`config.mk`:
```
export PLATFORM = sky130hd
export DESIGN_NAME = multi_cycle_ctrl
export DESIGN_NICKNAME = d
export VERILOG_FILES = /design/src/rtl/multi_cycle_ctrl.sv
export SDC_FILE = /design/constraint.sdc
export NUM_CORES = 1
export LEC_CHECK = 0
export ABC_AREA = 1
export CORE_MARGIN = 4
export CORE_UTILIZATION = 52
export DETAILED_ROUTE_END_ITERATION = 8
export GPL_TIMING_DRIVEN = 0
export PLACE_DENSITY = 0.8
export SYNTH_ARGS = -nofsm -noshare
export SYNTH_HDL_FRONTEND = slang
export SYNTH_SLANG_ARGS = --single-unit
```
`constraint.sdc`:
```
create_clock -name clk_i -period 2 [get_ports clk_i]
set_input_delay 0.6 -clock clk_i [delete_from_list [all_inputs] [get_ports clk_i]]
set_output_delay 0.6 -clock clk_i [all_outputs]
set_load 0.02 [all_outputs]
```
`src/rtl/multi_cycle_ctrl.sv`:
```
// Main control FSM for the multi-cycle MIPS datapath, with cycle and retired-instruction counters.
// Optional ILLEGAL_TRAP_EN: an illegal opcode parks the FSM in ILLEGAL with counters frozen until reset.
module multi_cycle_ctrl #(
    parameter int unsigned CNT_W = 32
) (
    input  logic             clk_i,
    input  logic             rst_i,
    input  logic [5:0]       opcode_i,
    input  logic             mem_ready_i,
    output logic [1:0]       ALUOp_o,
    output logic             alu_src_a_o,
    output logic [1:0]       alu_src_b_o,
    output logic             pc_write_o,
    output logic             branch_o,
    output logic             branch_ne_o,
    output logic [1:0]       pc_source_o,
    output logic             iord_o,
    output logic             mem_read_o,
    output logic             mem_write_o,
    output logic             ir_write_o,
    output logic             reg_dst_o,
    output logic             mem_to_reg_o,
    output logic             reg_write_o,
    output logic             illegal_o,
    output logic [3:0]       state_o,
    output logic [CNT_W-1:0] cycle_cnt_o,
    output logic [CNT_W-1:0] instr_cnt_o
);

    localparam logic [3:0] S_FETCH    = 4'd0;
    localparam logic [3:0] S_DECODE   = 4'd1;
    localparam logic [3:0] S_MEM_ADDR = 4'd2;
    localparam logic [3:0] S_MEM_RD   = 4'd3;
    localparam logic [3:0] S_MEM_WB   = 4'd4;
    localparam logic [3:0] S_MEM_WR   = 4'd5;
    localparam logic [3:0] S_EXEC_R   = 4'd6;
    localparam logic [3:0] S_R_WB     = 4'd7;
    localparam logic [3:0] S_EXEC_I   = 4'd8;
    localparam logic [3:0] S_I_WB     = 4'd9;
    localparam logic [3:0] S_BRANCH   = 4'd10;
    localparam logic [3:0] S_JUMP     = 4'd11;
    localparam logic [3:0] S_ILLEGAL  = 4'd12;

    localparam logic [5:0] OP_R    = 6'b000000;
    localparam logic [5:0] OP_LW   = 6'b100011;
    localparam logic [5:0] OP_SW   = 6'b101011;
    localparam logic [5:0] OP_ADDI = 6'b001000;
    localparam logic [5:0] OP_BEQ  = 6'b000100;
    localparam logic [5:0] OP_BNE  = 6'b000101;
    localparam logic [5:0] OP_J    = 6'b000010;

    logic [3:0]       state_q, state_d;
    logic             illegal_q, illegal_d;
    logic [CNT_W-1:0] cyc_q, cyc_d;
    logic [CNT_W-1:0] ins_q, ins_d;
    logic             retire_c;
    logic             freeze_c;

    always_ff @(posedge clk_i or negedge rst_i) begin
        if (!rst_i) begin
            state_q   <= S_FETCH;
            illegal_q <= 1'b0;
            cyc_q     <= '0;
            ins_q     <= '0;
        end else begin
            state_q   <= state_d;
            illegal_q <= illegal_d;
            cyc_q     <= cyc_d;
            ins_q     <= ins_d;
        end
    end

    // Next-state and Moore output decode; only FETCH gates its writes on mem_ready_i.
    always_comb begin
        state_d      = S_FETCH;
        retire_c     = 1'b0;
        freeze_c     = 1'b0;
        ALUOp_o      = 2'b00;
        alu_src_a_o  = 1'b0;
        alu_src_b_o  = 2'b00;
        pc_write_o   = 1'b0;
        branch_o     = 1'b0;
        branch_ne_o  = 1'b0;
        pc_source_o  = 2'b00;
        iord_o       = 1'b0;
        mem_read_o   = 1'b0;
        mem_write_o  = 1'b0;
        ir_write_o   = 1'b0;
        reg_dst_o    = 1'b0;
        mem_to_reg_o = 1'b0;
        reg_write_o  = 1'b0;
        case (state_q)
            S_FETCH: begin
                mem_read_o  = 1'b1;
                ir_write_o  = mem_ready_i;
                pc_write_o  = mem_ready_i;
                alu_src_b_o = 2'b01;
                ALUOp_o     = 2'b01;
                state_d     = mem_ready_i ? S_DECODE : S_FETCH;
            end
            S_DECODE: begin
                alu_src_b_o = 2'b11;
                ALUOp_o     = 2'b01;
                case (opcode_i)
                    OP_R:           state_d = S_EXEC_R;
                    OP_LW, OP_SW:   state_d = S_MEM_ADDR;
                    OP_ADDI:        state_d = S_EXEC_I;
                    OP_BEQ, OP_BNE: state_d = S_BRANCH;
                    OP_J:           state_d = S_JUMP;
                    default:        state_d = S_ILLEGAL;
                endcase
            end
            S_MEM_ADDR: begin
                alu_src_a_o = 1'b1;
                alu_src_b_o = 2'b10;
                ALUOp_o     = 2'b01;
                state_d     = (opcode_i == OP_SW) ? S_MEM_WR : S_MEM_RD;
            end
            S_MEM_RD: begin
                mem_read_o = 1'b1;
                iord_o     = 1'b1;
                state_d    = mem_ready_i ? S_MEM_WB : S_MEM_RD;
            end
            S_MEM_WB: begin
                reg_write_o  = 1'b1;
                mem_to_reg_o = 1'b1;
                retire_c     = 1'b1;
            end
            S_MEM_WR: begin
                mem_write_o = 1'b1;
                iord_o      = 1'b1;
                retire_c    = mem_ready_i;
                state_d     = mem_ready_i ? S_FETCH : S_MEM_WR;
            end
            S_EXEC_R: begin
                alu_src_a_o = 1'b1;
                state_d     = S_R_WB;
            end
            S_R_WB: begin
                reg_write_o = 1'b1;
                reg_dst_o   = 1'b1;
                retire_c    = 1'b1;
            end
            S_EXEC_I: begin
                alu_src_a_o = 1'b1;
                alu_src_b_o = 2'b10;
                ALUOp_o     = 2'b01;
                state_d     = S_I_WB;
            end
            S_I_WB: begin
                reg_write_o = 1'b1;
                retire_c    = 1'b1;
            end
            S_BRANCH: begin
                alu_src_a_o = 1'b1;
                pc_source_o = 2'b01;
                ALUOp_o     = opcode_i[0] ? 2'b11 : 2'b10;
                branch_ne_o = opcode_i[0];
                branch_o    = ~opcode_i[0];
                retire_c    = 1'b1;
            end
            S_JUMP: begin
                pc_write_o  = 1'b1;
                pc_source_o = 2'b10;
                retire_c    = 1'b1;
            end
            S_ILLEGAL: begin
`ifdef ILLEGAL_TRAP_EN
                freeze_c = 1'b1;
                state_d  = S_ILLEGAL;
`else
                retire_c = 1'b1;
`endif
            end
            default: state_d = S_FETCH;
        endcase
    end

    // Sticky flag is set on entry so it is already visible during the ILLEGAL cycle.
    always_comb begin
        illegal_d = illegal_q | (state_d == S_ILLEGAL);
        cyc_d     = freeze_c ? cyc_q : cyc_q + CNT_W'(1);
        ins_d     = retire_c ? ins_q + CNT_W'(1) : ins_q;
    end

    assign illegal_o   = illegal_q;
    assign state_o     = state_q;
    assign cycle_cnt_o = cyc_q;
    assign instr_cnt_o = ins_q;

endmodule

```
# After elaboration in Yosys (flattened, before gate mapping)
# Index checks and enable logic that the tools add are counted.
[word_totals]
ff_bits = 69
inputBits = 9
output_inout_bits = 86
elab_cells = 60
[op_classes]
n_addsub = 2
eq_ne = 19
mux = 22
n_bitwise = 2
reduce_logical = 11
[ops]
columns = ["cell", "n"]
rows = [
  ["$add A32 B1 Y32 const B", 2],
  ["$pmux W4 S7", 1],
  ["$eq A4 B4 Y1 const B", 6],
  ["$pmux W4 S5", 1],
  ["$eq A4 B3 Y1 const B", 4],
  ["$eq A6 B3 Y1 const B", 2],
  ["$eq A6 B6 Y1 const B", 2],
  ["$mux W1", 12],
  ["$reduce_or A2 Y1", 5],
  ["$mux W3", 3],
  ["$eq A4 B2 Y1 const B", 2],
  ["$pmux W2 S2", 2],
  ["$reduce_or A4 Y1", 2],
  ["$eq A6 B2 Y1 const B", 1],
  ["$eq A6 B4 Y1 const B", 1],
  ["$logic_not A6 Y1", 1],
  ["$pmux W2 S3", 1],
  ["$reduce_or A6 Y1", 1],
  ["$eq A4 B1 Y1 const B", 1],
  ["$logic_not A4 Y1", 1],
  ["$pmux W1 S2", 2],
  ["$reduce_or A3 Y1", 1],
  ["$not A1 Y1", 1],
  ["$or A1 B1 Y1", 1],
]

# Depth between registers and ports, before layout
# Gate-level depths: netlist of the first run.
[logic_depth]
depth_word = 6
depth_mapped = 11
mapped_depth_nobuf = 10

# Least setup slack after synthesis of the first run
# OpenSTA, ideal clock, no wires.
[synth_path]
path_kind = "register to output"
from = "register state_q[1] (netlist: state_o[1])"
to = "output port branch_o"
arrival_time_ns = 1.579
required_time_ns = 1.400
path_slack_ns = -0.179
path_stages_with_launch = 7
path_buffers = 0
cell_sequence = "dfrtp_1 -> inv_2 -> nor2_1 -> inv_1 -> nor2_1 -> inv_1 -> nor2_1"
[synth_via]
elab_chain_len = 2
[synth_rtl]
columns = ["item", "line_no", "rtl"]
rows = [
  ["start, declared", "52", "logic [3:0] state_q, state_d;"],
  ["start signal, assigned", "66", "state_q <= state_d;"],
  ["$eq A4 B4 Y1", "92", "case (state_q)"],
  ["$mux W1", "92", ""],
  ["end, declared", "14", "output logic branch_o,"],
]
# Every way passes these cells.

# Worst setup path after layout of the first run
[layout_path]
from = "register state_q[1] (netlist: state_o[1])"
to = "output port ALUOp_o[0]"
[layout_via]
elab_chain_len = 3
word_cells_on_any_way = 7
[layout_rtl]
columns = ["item", "line_no", "rtl"]
rows = [
  ["$eq A4 B1 Y1, or another cell as far along", "92", ""],
  ["$reduce_or A4 Y1 (no source line)", "-", ""],
  ["$pmux W2 S2 *", "92", ""],
  ["end, declared", "10", "output logic [1:0] ALUOp_o,"],
]
# Mark *: on every way between the ends. The rest lies on a longest branch, timed or not.

==> metrics, run 1 <==
HP Class input pin to async pin; switching part of the total 39.7%; Fin Setup TNS -1.39 ns; final core utilization 71.3%; clk sinks 69; row count 33; Worst R2R Path Depth 6; port buffer count 94; Clock Tree Buf Depth 2; grt total ovfl 0; status finished, violations left; vias per inst 5.17; Final Hold Fails 0; final cell count without fillers 890; crit-path most repeated cell nand2_2; first-pass GRT wire length 21.2 mm; #FFs+latches synth 69; Syn Area/Cell 6.68 sq um; DR pass1 iterations 4; violated checks negative setup slack; Required @ worst endpoint 1.40 ns; full die area 10,000 sq um; MaxCap Viol Count 0; CTS clk-pin slew, worst paths 0.08 ns; Reg2Reg Setup Slack 0.18 ns; top cells by area, synth dfrtp_1 39%, nand2_1 23%, nor2_1 8.9%, xor2_1 5.4%, inv_1 5.3%; period utilization 110%; Slowest cell on crit path dfrtp_2; crit path kind flop to output port; initial core utilization 53.6%; Seq/Total Area, Yosys 39.2%; VDD IR max 0.435 mV; Synth cell types 27; worst skew pair latency 0.36 ns; initial DRC count 190; unrepaired setup endpoints after global routing yes; leak pwr 3.13 nW; gate count after technology mapping 660; TritonCTS clock tree done; critical path fanouts, max 3; worst-margin pin slew 0.881 ns; Final nets 791; Core Area 8220 sq um; sequential share of power 33.1%; H-tree levels 3; via count 4,605; post-DP HPWL 9.36 mm; Yosys top cell area share 39.2%; Worst setup SP type flop; Tot GR Track Use 26.4%; max-slew violation count 0; WP data arrival 1.60 ns; RePlAce Congestion 0.920; Comb pwr share 40.2%; setup violators final 14; root buf cell clkbuf_8; number of routed nets with antenna violations 0; share of layout cells above drive strength 1 15.5%; minimum clock period 2.20 ns; PD cells 836 nW/um^2; CP peak stage delay 0.45 ns; worst flop-to-flop path startpoint cycle_cnt_o[0]; Worst Slack Setup Final -0.204 ns; cell-internal power 2.95 mW; Critical Path, Cell by Cell inv_4, nor2_4, nand2_2, nand2_2, or2_4, nand3b_1, buf_6; Die Y 100 um; r2r endpoint cycle_cnt_o[30]; largest net degree at the start of global routing 70; clock skew 0.0115 ns; antenna violations before repair 0; post-synthesis cell area 4410 sq um; Area Overhead vs Synth 32.8%; P_sw 1.94 mW; Synthesized Nets 671; Die Width 100 um; vias in the first global route 4,621; Residual DRC 0; number of synthesis warnings 0; IO Count 95; Clk pwr share 26.7%; routed len/inst 14.4 um; Slew HR 41.3%; fmax 454 MHz; Min Hold Slack 0.345 ns; antenna cells 0; Synth area leader dfrtp_1; final wirelength 12.8 mm; post-placement cell count 859; Setup crit end kind output port; Inserted Clock Buffers 9
==> power groups by stage <==
stage	Clock [mW]	Combinational [mW]	Sequential (mW)
finish	1.30	1.97	1.62
global route	1.38	2.11	1.63
CTS	1.32	1.83	1.61
detailed placement	0	1.76	1.63
global placement	0	1.75	1.63
floorplan	0	1.02	1.70
==> metrics by stage <==
step	area [sq um]	worst slack [ns]	power, mW
after floorplan	4420	0.0144	2.71
after global placement	5490	-2.25	3.37
after detailed placement	5490	-0.580	3.39
after CTS	5720	-0.221	4.76
after global routing	5860	-0.253	5.13
final	5860	-0.204	4.89
==> synth_stat cells, drive strengths merged <==
cell / instances
inv: 68
o21ai: 5
nor3: 11
nand3: 37
buf: 7
nand3b: 7
xnor2: 7
nand2: 292
dfrtp: 69
nand4: 9
a21oi: 2
nor2: 113
nor3b: 1
o22ai: 1
ha: 2
xor2: 27
or2: 2
==> cells in the final DEF (no fill, tap or decap), types with 11 or more instances in the layout <==
cell,instances
dfrtp_1,65
nand2_1,264
buf_4,25
nor3_1,11
nand3_1,35
xor2_1,27
nor2_1,95
dlygate4sd2_1,54
clkdlybuf4s50_1,12
nand2_2,25
buf_6,11
inv_1,57
==> cell families (layout without fill, tap and decap cells) <==
logic type                 Yosys count  in the layout  synth area share (%)
xor gates and xnor gates            34             34                  6.76
and+or+nand+nor                    472            472                  45.2
buffers and inverters               75            200                  7.38
AOI/OAI and AO/OA                    8              8                 0.937
adders and majority gates            2              2                 0.568
DFF                                 69             69                  39.2
==> critical path, delay by kind of cell, from the launching register on <==
family                 cells  cell delay (ns)
and+or+nand+nor            5             0.57
DFF                        1             0.45
buffers and inverters      2             0.23
==> metal layers <==
layer,GRT usage [%],vias up,routed length (um)
met5,0,-,0
met4,15.1,0,588
met3,3.68,46,584
met2,45.6,146,6430
met1,31.3,2151,5210
li1,-,2262,-
==> sequential cells by signal, indices dropped and copies added (netlist names) <==
name and flops:
cycle_cnt_o 32, illegal_o 1, instr_cnt_o 32, state_o 4
==> how the worst max path moves through the flow <==
stage | startpoint | end | slack, ns | depth (start not counted)
2_1_floorplan | state_o[3] | ALUOp_o[0] | 0.01 | 5
3_3_place_gp | rst_i | state_o[3] | -2.25 | 1
3_5_place_dp | mem_ready_i | ir_write_o | -0.58 | 4
4_1_cts | state_o[1] | ALUOp_o[0] | -0.22 | 7
5_1_grt | state_o[0] | reg_write_o | -0.25 | 7
6_report | state_o[1] | ALUOp_o[0] | -0.20 | 7
==> cell type report <==
class                   instances  area, sq um
inverters                      68          260
flip-flops and latches         69         1730
multi-input cells             516         2450
plain buffers                   7         67.6
well taps                     105          131
repair buffers                109          990
clock buffers                   9          124
fillers                       718         2360
clock inverters                 7         98.8
==> what timing repair did <==
item                       4_1_cts  5_1_grt
resized for setup              150       37
hold buffers                     0        0
setup endpoints to repair       70       26
pin swaps                        6        7
setup buffers                    9        6
Note: power is estimated with default switching activity, not from simulation.
==> run 2: changes to the inputs <==
==> constraint.sdc (replaced) <==
create_clock -name clk_i -period 2.48 [get_ports clk_i]
set_input_delay 0.744 -clock clk_i [delete_from_list [all_inputs] [get_ports clk_i]]
set_output_delay 0.744 -clock clk_i [all_outputs]
set_load 0.02 [all_outputs]
==> metrics, run 2 (synthesis results as in run 1) <==
vias in the first global route 4,549 (was 4,621); status complete, no violations (was finished, violations left); placed inst area 5480 sq um (was 5490 sq um); Required @ worst endpoint 1.74 ns (was 1.40 ns); max-slew violation count 0 (unchanged); number of routed nets with antenna violations 0 (unchanged); Fin Setup TNS 0 ns (was -1.39 ns); post-DP HPWL 9.48 mm (was 9.36 mm); clk sinks 69 (unchanged); H-tree levels 3 (unchanged); vias per inst 5.13 (was 5.17); TritonCTS clock tree done (unchanged); Filler cells 729 (was 718); Core Area 8220 sq um (unchanged); row count 33 (unchanged); Inserted Clock Buffers 9 (unchanged); CP peak stage delay 0.50 ns (was 0.45 ns); leak pwr 2.69 nW (was 3.13 nW); final cell count without fillers 876 (was 890); IO Count 95 (unchanged); Die Y 100 um (unchanged); Final nets 777 (was 791); critical path fanouts, max 5 (was 3); setup violators final 0 (was 14); final wirelength 12.4 mm (was 12.8 mm); root buf cell clkbuf_8 (unchanged); routed len/inst 14.2 um (was 14.4 um); Area Overhead vs Synth 29.5% (was 32.8%); Worst Slack Setup Final 0.0431 ns (was -0.204 ns); antenna violations before repair 0 (unchanged); largest net degree at the start of global routing 70 (unchanged); first-pass GRT wire length 20.9 mm (was 21.2 mm); Final Hold Fails 0 (unchanged); initial DRC count 179 (was 190); PD cells 659 nW/um^2 (was 836 nW/um^2); Final Cell Area 5710 sq um (was 5860 sq um); clock skew 0.0140 ns (was 0.0115 ns); via count 4,497 (was 4,605); worst skew pair latency 0.35 ns (was 0.36 ns); Residual DRC 0 (unchanged); Slowest cell on crit path clkdlybuf4s50_1 (was dfrtp_2); period utilization 98.3%; VDD IR max 0.453 mV (was 0.435 mV); crit path kind input pin to output port (was flop to output port); MaxCap Viol Count 0 (unchanged); initial core utilization 53.6% (unchanged); grt total ovfl 0 (unchanged); Place WS -0.393 ns (was -0.580 ns); Setup crit end kind output port (unchanged); DR pass1 iterations 4 (unchanged); RePlAce Congestion 0.926 (was 0.920); Critical Path, Cell by Cell clkdlybuf4s50_1, inv_1, nor2_1, buf_2 (was inv_4, nor2_4, nand2_2, nand2_2, or2_4, nand3b_1, buf_6); fmax 410 MHz; commonest non-fill, non-tap cell in the layout nand2_1 (unchanged); post-placement cell count 859 (unchanged); most frequent cells in the layout 270 x nand2_1, 100 x nor2_1, 76 x clkdlybuf4s50_1 (was 264 x nand2_1, 95 x nor2_1, 65 x dfrtp_1); port buffer count 94 (unchanged); WP data arrival 1.69 ns (was 1.60 ns); worst-margin pin slew 0.858 ns (was 0.881 ns); Die Width 100 um (unchanged); Clock Tree Buf Depth 2 (unchanged); minimum clock period 2.44 ns; CTS clk-pin slew, worst paths 0.07 ns (was 0.08 ns); total power 3.76 mW (was 4.89 mW); antenna cells 0 (unchanged); Worst setup SP type input pin (was flop); Slew HR 42.8% (was 41.3%); Tot GR Track Use 26.0% (was 26.4%); full die area 10,000 sq um (unchanged); HP Class flop to flop (was input pin to async pin); share of layout cells above drive strength 1 10.4% (was 15.5%)
==> run 2: cell types whose count changed in the layout (fill, tap and decap cells not counted), moves of 5 or more <==
cell             before  now
dlymetal6s2s_1        9    1
buf_6                11    3
nand2_2              25   20
buf_4                25    6
dlygate4sd2_1        54    7
nor2_1               95  100
nand2_1             264  270
clkdlybuf4s50_1      12   76
inv_1                57   62
clkbuf_2              0    5
==> run 2: through the flow <==
| step | utilization, % | hold slack, ns |
|---|---|---|
| after floorplan | - | 0.448 |
| after global placement | 66.7 | 0.447 |
| after detailed placement | 66.7 | 0.467 |
| after CTS | 69.3 | 0.489 |
| after global routing | 69.5 | 0.536 |
| final | 69.5 | 0.484 |
==> run 2: layout make-up <==
| class | count | area [sq um] | share of cell area (%) |
|---|---|---|---|
| clock buffer | 12 | 155 | 2.72 |
| timing repair buffer | 95 | 906 | 15.9 |
| inverter | 68 | 258 | 4.52 |
| sequential | 69 | 1730 | 30.3 |
| multi-input combinational | 516 | 2390 | 41.8 |
| buffer | 7 | 67.6 | 1.18 |
| tap | 105 | 131 | 2.30 |
| clock inverter | 4 | 70.1 | 1.23 |
==> run 2: report_power, final <==
group	switching (mW)	total [mW]	internal, mW
logic	0.890	1.41	0.516
clock network	0.442	1.06	0.619
registers	0.106	1.30	1.19
==> run 2: repair_timing <==
item                                    4_1_cts  5_1_grt
endpoints found under the setup margin       16        9
setup buffers                                 0        1
resized for setup                            38       15
pin swaps                                     0        1
hold buffers                                  0        0
cloned                                        0        0
==> run 2: final timing paths <==
kind,cells after the start,slack [ns],start,end
max in group asynchronous,1,1.37,rst_i,state_o[0]
min in group asynchronous,1,0.51,rst_i,instr_cnt_o[22]
hold / removal,2,0.48,illegal_o,illegal_o
setup reg to reg,6,0.63,cycle_cnt_o[0],cycle_cnt_o[30]
setup / recovery,4,0.04,mem_ready_i,ir_write_o
hold reg to reg,2,0.48,illegal_o,illegal_o
==> run 2: critical path, delay by kind of cell <==
family,cells,cell delay (ns)
and+or+nand+nor,1,0.15
buffers and inverters,3,0.80
==> run 2: routing by layer <==
layer | GRT usage [%] | up-vias | part of all wire (%)
met5 | 0 | - | 0
met4 | 11.3 | 0 | 3.7
met3 | 4.86 | 36 | 4.5
met2 | 45.6 | 132 | 50
met1 | 31.3 | 2095 | 41
li1 | - | 2234 | -
